===== src/rtl/dual_mem_pkg.sv =====
`default_nettype none
// ============================================================================
// Module   : dual_mem_pkg
// Purpose  : Shared widths, client ids and the in-flight read tag type used by
//            the dual_mem arbiter and its round-robin sub-arbiter.
// Revision : 1.0 - initial release
// ============================================================================
package dual_mem_pkg;

    localparam int unsigned c_default_addr_w = 32;
    localparam int unsigned c_default_data_w = 32;

    localparam logic CLIENT0 = 1'b0;
    localparam logic CLIENT1 = 1'b1;

    // Bypass payload is carried at the package data width.
    typedef struct packed {
        logic                        valid;
        logic                        owner;
        logic                        bypass;
        logic [c_default_data_w-1:0] bypass_data;
    } rd_tag_t;

    function automatic logic other_client(input logic client);
        return ~client;
    endfunction

endpackage
`default_nettype wire


===== src/rtl/rr_arb2.sv =====
`default_nettype none
// ============================================================================
// Module   : rr_arb2
// Purpose  : Two-requester round-robin arbiter with a combinational grant and
//            a registered tie-break pointer (synchronous active-high reset).
// Revision : 1.0 - initial release
// ============================================================================
module rr_arb2
    import dual_mem_pkg::*;
(
    input  logic       clk,
    input  logic       rst,
    input  logic [1:0] req,
    output logic [1:0] gnt,
    output logic       last
);

    // r_prio_q names the client that wins a tie; the last-granted client is
    // always its complement, so a tie goes to the client other than last.
    logic       r_prio_q;
    logic       w_prio_d;
    logic [1:0] w_gnt;

    always_comb begin
        w_gnt = 2'b00;
        if (!rst) begin
            case (req)
                2'b01:   w_gnt = 2'b01;
                2'b10:   w_gnt = 2'b10;
                2'b11:   w_gnt = (r_prio_q == CLIENT0) ? 2'b01 : 2'b10;
                default: w_gnt = 2'b00;
            endcase
        end
    end

    always_comb begin
        w_prio_d = r_prio_q;
        if (w_gnt[0]) begin
            w_prio_d = CLIENT1;
        end else if (w_gnt[1]) begin
            w_prio_d = CLIENT0;
        end
    end

    always_ff @(posedge clk) begin
        if (rst) begin
            r_prio_q <= CLIENT0;
        end else begin
            r_prio_q <= w_prio_d;
        end
    end

    assign gnt  = w_gnt;
    assign last = other_client(r_prio_q);

endmodule
`default_nettype wire


===== src/rtl/dual_mem_arbiter.sv =====
`default_nettype none
// ============================================================================
// Module   : dual_mem_arbiter
// Purpose  : Shares one dual_mem (separate write/read ports) between two
//            clients with independent round-robin arbitration per port and
//            tagged, fixed-latency read return routing.
//            Optional: DUAL_MEM_ARB_RAW_BYPASS_EN forwards same-cycle
//            same-address write data to the returning read.
// Revision : 1.0 - initial release
// ============================================================================
module dual_mem_arbiter
    import dual_mem_pkg::*;
#(
    parameter int unsigned ADDR_W = c_default_addr_w,
    parameter int unsigned DATA_W = c_default_data_w,
    parameter int unsigned RD_LAT = 1
) (
    input  logic              clk,
    input  logic              rst,

    input  logic              c0_wr_req,
    input  logic [ADDR_W-1:0] c0_wr_addr,
    input  logic [DATA_W-1:0] c0_wr_data,
    output logic              c0_wr_gnt,
    input  logic              c1_wr_req,
    input  logic [ADDR_W-1:0] c1_wr_addr,
    input  logic [DATA_W-1:0] c1_wr_data,
    output logic              c1_wr_gnt,

    input  logic              c0_rd_req,
    input  logic [ADDR_W-1:0] c0_rd_addr,
    output logic              c0_rd_gnt,
    output logic              c0_rd_valid,
    output logic [DATA_W-1:0] c0_rd_data,
    input  logic              c1_rd_req,
    input  logic [ADDR_W-1:0] c1_rd_addr,
    output logic              c1_rd_gnt,
    output logic              c1_rd_valid,
    output logic [DATA_W-1:0] c1_rd_data,

    output logic              mem_write_en,
    output logic [ADDR_W-1:0] mem_write_addr,
    output logic [DATA_W-1:0] mem_write_data,
    output logic              mem_read_en,
    output logic [ADDR_W-1:0] mem_read_addr,
    input  logic [DATA_W-1:0] mem_read_out
);

    localparam int unsigned c_tail = RD_LAT - 1;

    logic [1:0] w_wr_gnt;
    logic [1:0] w_rd_gnt;
    logic       w_wr_last;
    logic       w_rd_last;

    rr_arb2 u_wr_arb (
        .clk  (clk),
        .rst  (rst),
        .req  ({c1_wr_req, c0_wr_req}),
        .gnt  (w_wr_gnt),
        .last (w_wr_last)
    );

    rr_arb2 u_rd_arb (
        .clk  (clk),
        .rst  (rst),
        .req  ({c1_rd_req, c0_rd_req}),
        .gnt  (w_rd_gnt),
        .last (w_rd_last)
    );

    assign c0_wr_gnt = w_wr_gnt[0];
    assign c1_wr_gnt = w_wr_gnt[1];
    assign c0_rd_gnt = w_rd_gnt[0];
    assign c1_rd_gnt = w_rd_gnt[1];

    logic              r_mem_write_en_q,   w_mem_write_en_d;
    logic [ADDR_W-1:0] r_mem_write_addr_q, w_mem_write_addr_d;
    logic [DATA_W-1:0] r_mem_write_data_q, w_mem_write_data_d;
    logic              r_mem_read_en_q,    w_mem_read_en_d;
    logic [ADDR_W-1:0] r_mem_read_addr_q,  w_mem_read_addr_d;

    always_comb begin
        w_mem_write_en_d   = |w_wr_gnt;
        w_mem_write_addr_d = r_mem_write_addr_q;
        w_mem_write_data_d = r_mem_write_data_q;
        if (w_wr_gnt[1]) begin
            w_mem_write_addr_d = c1_wr_addr;
            w_mem_write_data_d = c1_wr_data;
        end else if (w_wr_gnt[0]) begin
            w_mem_write_addr_d = c0_wr_addr;
            w_mem_write_data_d = c0_wr_data;
        end

        w_mem_read_en_d   = |w_rd_gnt;
        w_mem_read_addr_d = r_mem_read_addr_q;
        if (w_rd_gnt[1]) begin
            w_mem_read_addr_d = c1_rd_addr;
        end else if (w_rd_gnt[0]) begin
            w_mem_read_addr_d = c0_rd_addr;
        end
    end

    // Tag stages 0..RD_LAT-1 track the memory access; the per-client valid
    // flops form the final stage, giving RD_LAT+1 cycles grant-to-valid.
    rd_tag_t           r_tag_q [RD_LAT];
    rd_tag_t           w_tag_d [RD_LAT];
    rd_tag_t           w_new_tag;
    rd_tag_t           w_ret_tag;
    logic [DATA_W-1:0] w_ret_data;
    logic [1:0]        r_rd_valid_q, w_rd_valid_d;
    logic [DATA_W-1:0] r_rd_data0_q, w_rd_data0_d;
    logic [DATA_W-1:0] r_rd_data1_q, w_rd_data1_d;

    always_comb begin
        w_new_tag       = '0;
        w_new_tag.valid = |w_rd_gnt;
        w_new_tag.owner = w_rd_gnt[1] ? CLIENT1 : CLIENT0;
`ifdef DUAL_MEM_ARB_RAW_BYPASS_EN
        // Both ports issuing next cycle to one address: memory returns stale
        // data, so the write value rides along with the tag.
        w_new_tag.bypass      = (|w_rd_gnt) && (|w_wr_gnt)
                              && (w_mem_read_addr_d == w_mem_write_addr_d);
        w_new_tag.bypass_data = c_default_data_w'(w_mem_write_data_d);
`endif
        w_tag_d[0] = w_new_tag;
        for (int i = 1; i < RD_LAT; i++) begin
            w_tag_d[i] = r_tag_q[i-1];
        end
    end

    always_comb begin
        w_ret_tag  = r_tag_q[c_tail];
        w_ret_data = mem_read_out;
`ifdef DUAL_MEM_ARB_RAW_BYPASS_EN
        if (w_ret_tag.bypass) begin
            w_ret_data = DATA_W'(w_ret_tag.bypass_data);
        end
`endif
        w_rd_valid_d = 2'b00;
        w_rd_data0_d = r_rd_data0_q;
        w_rd_data1_d = r_rd_data1_q;
        if (w_ret_tag.valid) begin
            if (w_ret_tag.owner == CLIENT1) begin
                w_rd_valid_d[1] = 1'b1;
                w_rd_data1_d    = w_ret_data;
            end else begin
                w_rd_valid_d[0] = 1'b1;
                w_rd_data0_d    = w_ret_data;
            end
        end
    end

    always_ff @(posedge clk) begin
        if (rst) begin
            r_mem_write_en_q   <= 1'b0;
            r_mem_write_addr_q <= '0;
            r_mem_write_data_q <= '0;
            r_mem_read_en_q    <= 1'b0;
            r_mem_read_addr_q  <= '0;
            for (int i = 0; i < RD_LAT; i++) begin
                r_tag_q[i] <= '0;
            end
            r_rd_valid_q <= 2'b00;
            r_rd_data0_q <= '0;
            r_rd_data1_q <= '0;
        end else begin
            r_mem_write_en_q   <= w_mem_write_en_d;
            r_mem_write_addr_q <= w_mem_write_addr_d;
            r_mem_write_data_q <= w_mem_write_data_d;
            r_mem_read_en_q    <= w_mem_read_en_d;
            r_mem_read_addr_q  <= w_mem_read_addr_d;
            for (int i = 0; i < RD_LAT; i++) begin
                r_tag_q[i] <= w_tag_d[i];
            end
            r_rd_valid_q <= w_rd_valid_d;
            r_rd_data0_q <= w_rd_data0_d;
            r_rd_data1_q <= w_rd_data1_d;
        end
    end

    assign mem_write_en   = r_mem_write_en_q;
    assign mem_write_addr = r_mem_write_addr_q;
    assign mem_write_data = r_mem_write_data_q;
    assign mem_read_en    = r_mem_read_en_q;
    assign mem_read_addr  = r_mem_read_addr_q;

    // Valid is masked while reset is held so no pulse leaks before the clear.
    assign c0_rd_valid = r_rd_valid_q[0] & ~rst;
    assign c1_rd_valid = r_rd_valid_q[1] & ~rst;
    assign c0_rd_data  = r_rd_data0_q;
    assign c1_rd_data  = r_rd_data1_q;

    logic w_unused_last;
    assign w_unused_last = w_wr_last ^ w_rd_last;

`ifndef DUAL_MEM_ARB_RAW_BYPASS_EN
    logic w_unused_bypass;
    assign w_unused_bypass = ^{w_ret_tag.bypass, w_ret_tag.bypass_data};
`endif

endmodule
`default_nettype wire


===== config.mk =====
export PLATFORM = sky130hd
export DESIGN_NAME = dual_mem_arbiter
export DESIGN_NICKNAME = d
export VERILOG_FILES = /design/src/rtl/dual_mem_pkg.sv /design/src/rtl/rr_arb2.sv /design/src/rtl/dual_mem_arbiter.sv
export SDC_FILE = /design/constraint.sdc
export NUM_CORES = 1
export LEC_CHECK = 0
export CORE_AREA = 3 3 151 153
export DETAILED_ROUTE_END_ITERATION = 8
export DIE_AREA = 0 0 154 156
export PLACE_DENSITY = 0.7
export SETUP_SLACK_MARGIN = 0.05
export SLEW_MARGIN = 20
export SYNTH_ARGS = -nofsm -noshare
export SYNTH_HDL_FRONTEND = slang
export SYNTH_SLANG_ARGS = --single-unit

===== constraint.sdc =====
create_clock -name clk -period 2.55 [get_ports clk]
set_input_delay 0.765 -clock clk [delete_from_list [all_inputs] [get_ports clk]]
set_output_delay 0.765 -clock clk [all_outputs]
set_load 0.02 [all_outputs]

==> flow_summary.json <==
{
  "drc_errors": 0,
  "synth_seq_cells": 167,
  "start_kind": "primary input",
  "worstSetupPathType": "in -> out",
  "hpwl_mm": 18.37,
  "worst_slew_pin_slew_ns": 0.7460,
  "status": "finished, final reports clean",
  "slew_headroom_pct": 50.26,
  "max_freq_mhz": 410.8,
  "syn_nets": 989,
  "fp-row-count": 54,
  "dr.pass1.iters": 5,
  "dp.cells": 1381,
  "r2r_slack_ns": 0.90,
  "grt_setup_unrepaired": "no",
  "layout_common_cells": "clkdlybuf4s50_1 (386), dfxtp_1 (166), nand2_1 (129)",
  "endpoint_kind": "output pin",
  "core_um2": 21690,
  "design.die.area_um2": 24020,
  "cts_tree": "built",
  "antenna_found_initial": 2,
  "h-tree-depth": 4,
  "grt_pass1_wl_mm": 40.18,
  "cts-root-buf": "clkbuf_16",
  "setup_viol": 0,
  "finalCritPeriodShare_pct": 95.45,
  "maxCapViolations": 0,
  "p_leak_nw": 4.518,
  "syn_area_per_cell_um2": 9.055,
  "hold_class": "reg -> reg",
  "final.setup_skew_ns": 0.01188,
  "syn_to_final_growth_pct": 70.45,
  "grt.overflow.total": 0,
  "worstPathMaxFanout": 18,
  "hold_end": "c0_rd_data[0]",
  "dp_slack_ns": -0.4053,
  "yosys_warnings": 0,
  "wire_per_inst_um": 18.80,
  "io_pins": 398,
  "wirelength_mm": 26.66,
  "worstHoldPathCells": 2,
  "slew_violations": 0,
  "ir_drop_mv": 0.2986,
  "clock_sinks": 167,
  "dieWidth_um": 154,
  "place_congestion": 0.7975,
  "synth_seq_area_share_pct": 48.64,
  "grt_max_degree": 65,
  "io_buffer_count": 397,
  "clk_latency_ns": 0.42,
  "synth_cell_type_count": 23,
  "cts_buffer_depth": 2,
  "layout_commonest_cell": "clkdlybuf4s50_1",
  "grt_pass1_vias": 7230,
  "via_count": 7305,
  "r2r-end": "mem_write_data[27]",
  "num-fill-cells": 2067,
  "syn_area_um2": 6873,
  "finalHoldViolations": 0,
  "drt-initial-drc-count": 486,
  "nets": 1352,
  "fin_ws_ns": 0.1159,
  "p_per_area_nw_per_um2": 586.4,
  "grt_usage_pct": 21.01,
  "start_util_pct": 31.69,
  "layout.cells.non_filler": 1418,
  "reg2reg_depth": 4,
  "post-route-min-period_ns": 2.434,
  "hold_slack_ns": 0.4524,
  "avgViaCountPerCell": 5.152,
  "drive_above_1_share_pct": 6.960,
  "ant_nets": 0,
  "synthCells": 759,
  "cts-buffers-inserted": 17,
  "arrival_ns": 1.67,
  "clkTransAtPathRegs_ns": 0.07,
  "min_from": "c0_rd_data[0]",
  "cp.required_ns": 1.79,
  "r2r-start": "u_wr_arb.r_prio_q",
  "die_height_um": 156
}
-- sequential cells by signal, summed over array words and instances (netlist names) --
name	flops
c1_rd_data	32
mem_write_data	32
mem_write_addr	32
r_rd_valid_q	2
u_rd_arb.r_prio_q	1
r_tag_q	2
mem_write_en	1
mem_read_addr	32
u_wr_arb.r_prio_q	1
c0_rd_data	32
-- critical path, cell delays in order --
cell and delay, ns:
dlygate4sd2_1 0.36, buf_12 0.19, o211a_1 0.19, buf_4 0.15
-- worst max path at each step --
stage	from	to	slack, ns	cells past startpoint
2_1_floorplan	rst	c0_wr_gnt	0.06	5
3_3_place_gp	c0_wr_req	c0_wr_gnt	-0.37	4
3_5_place_dp	c0_wr_req	c0_wr_gnt	-0.41	4
4_1_cts	c0_wr_req	c0_wr_gnt	0.07	4
5_1_grt	c1_rd_req	c1_rd_gnt	0.07	4
6_report	c1_rd_req	c1_rd_gnt	0.12	4
-- routing by layer --
layer,track usage (%),vias to the layer above,share of wire (%),routed length [µm]
li1,-,3510,-,-
met1,24.52,3396,39,10330
met2,35.73,339,50,13370
met3,5.076,60,7.0,1866
met4,11.23,0,4.1,1096
met5,0,-,0,0
-- metrics by stage --
stage	setup TNS (ns)	area (µm²)	util [%]	total power [mW]
floorplan	0	6885	-	3.519
global placement	-1.176	11070	51.06	4.355
detailed placement	-1.251	11070	51.06	4.364
CTS	0	11700	53.93	6.935
global route	0	11710	54.00	7.147
finish	0	11720	54.02	6.870
-- kinds of logic (layout without fill, tap and decap cells) --
family | count (synthesis) | count (layout) | share of synthesized area (%)
and+or+nand+nor | 146 | 146 | 8.647
AOI/OAI and AO/OA | 262 | 262 | 31.53
DFF | 167 | 167 | 48.64
other | 0 | 3 | 0
buffers and inverters | 184 | 560 | 11.18
-- cells in the mapped netlist --
library cell / n / area (µm²)
dfxtp_1: 167 / 3343
nand2_1: 129 / 484.2
inv_1: 97 / 364.1
a2111oi_0: 96 / 840.8
a221o_1: 96 / 960.9
a21oi_1: 66 / 330.3
clkbuf_1: 57 / 214.0
buf_2: 10 / 50.05
buf_6: 7 / 78.83
nor2_1: 6 / 22.52
buf_1: 5 / 18.77
clkbuf_2: 4 / 20.02
nand2b_1: 3 / 18.77
nor2b_1: 3 / 18.77
and2_1: 2 / 12.51
buf_4: 2 / 15.01
inv_2: 2 / 7.510
o211a_1: 2 / 20.02
a211oi_1: 1 / 7.510
and3_4: 1 / 11.26
nor3_2: 1 / 10.01
nor3_4: 1 / 16.27
o21a_1: 1 / 7.510
-- what timing repair did --
item	CTS	global route
endpoints found under the setup margin	6	3
cloned	1	0
pin swaps	0	0
hold buffers	0	0
buffers inserted	1	0
resized for setup	20	3
hold endpoints to repair	0	0
-- cell type report --
cell class / instances / area, µm² / share of cell area [%]
Multi-Input combinational cell: 408 / 2786 / 23.79
Clock inverter: 12 / 117.6 / 1.004
Sequential cell: 167 / 3344 / 28.55
Tap cell: 280 / 350.3 / 2.990
Timing Repair Buffer: 429 / 4280 / 36.54
Clock buffer: 20 / 456.7 / 3.898
Inverter: 99 / 371.6 / 3.172
Antenna cell: 3 / 7.507 / 0.06408
-- report_power, final --
group          total, mW  internal (mW)  switching, mW
clock network       2.55           1.41           1.13
logic               1.44          0.774          0.667
registers           2.88           2.78         0.0977
(Power assumes the default switching activity.)
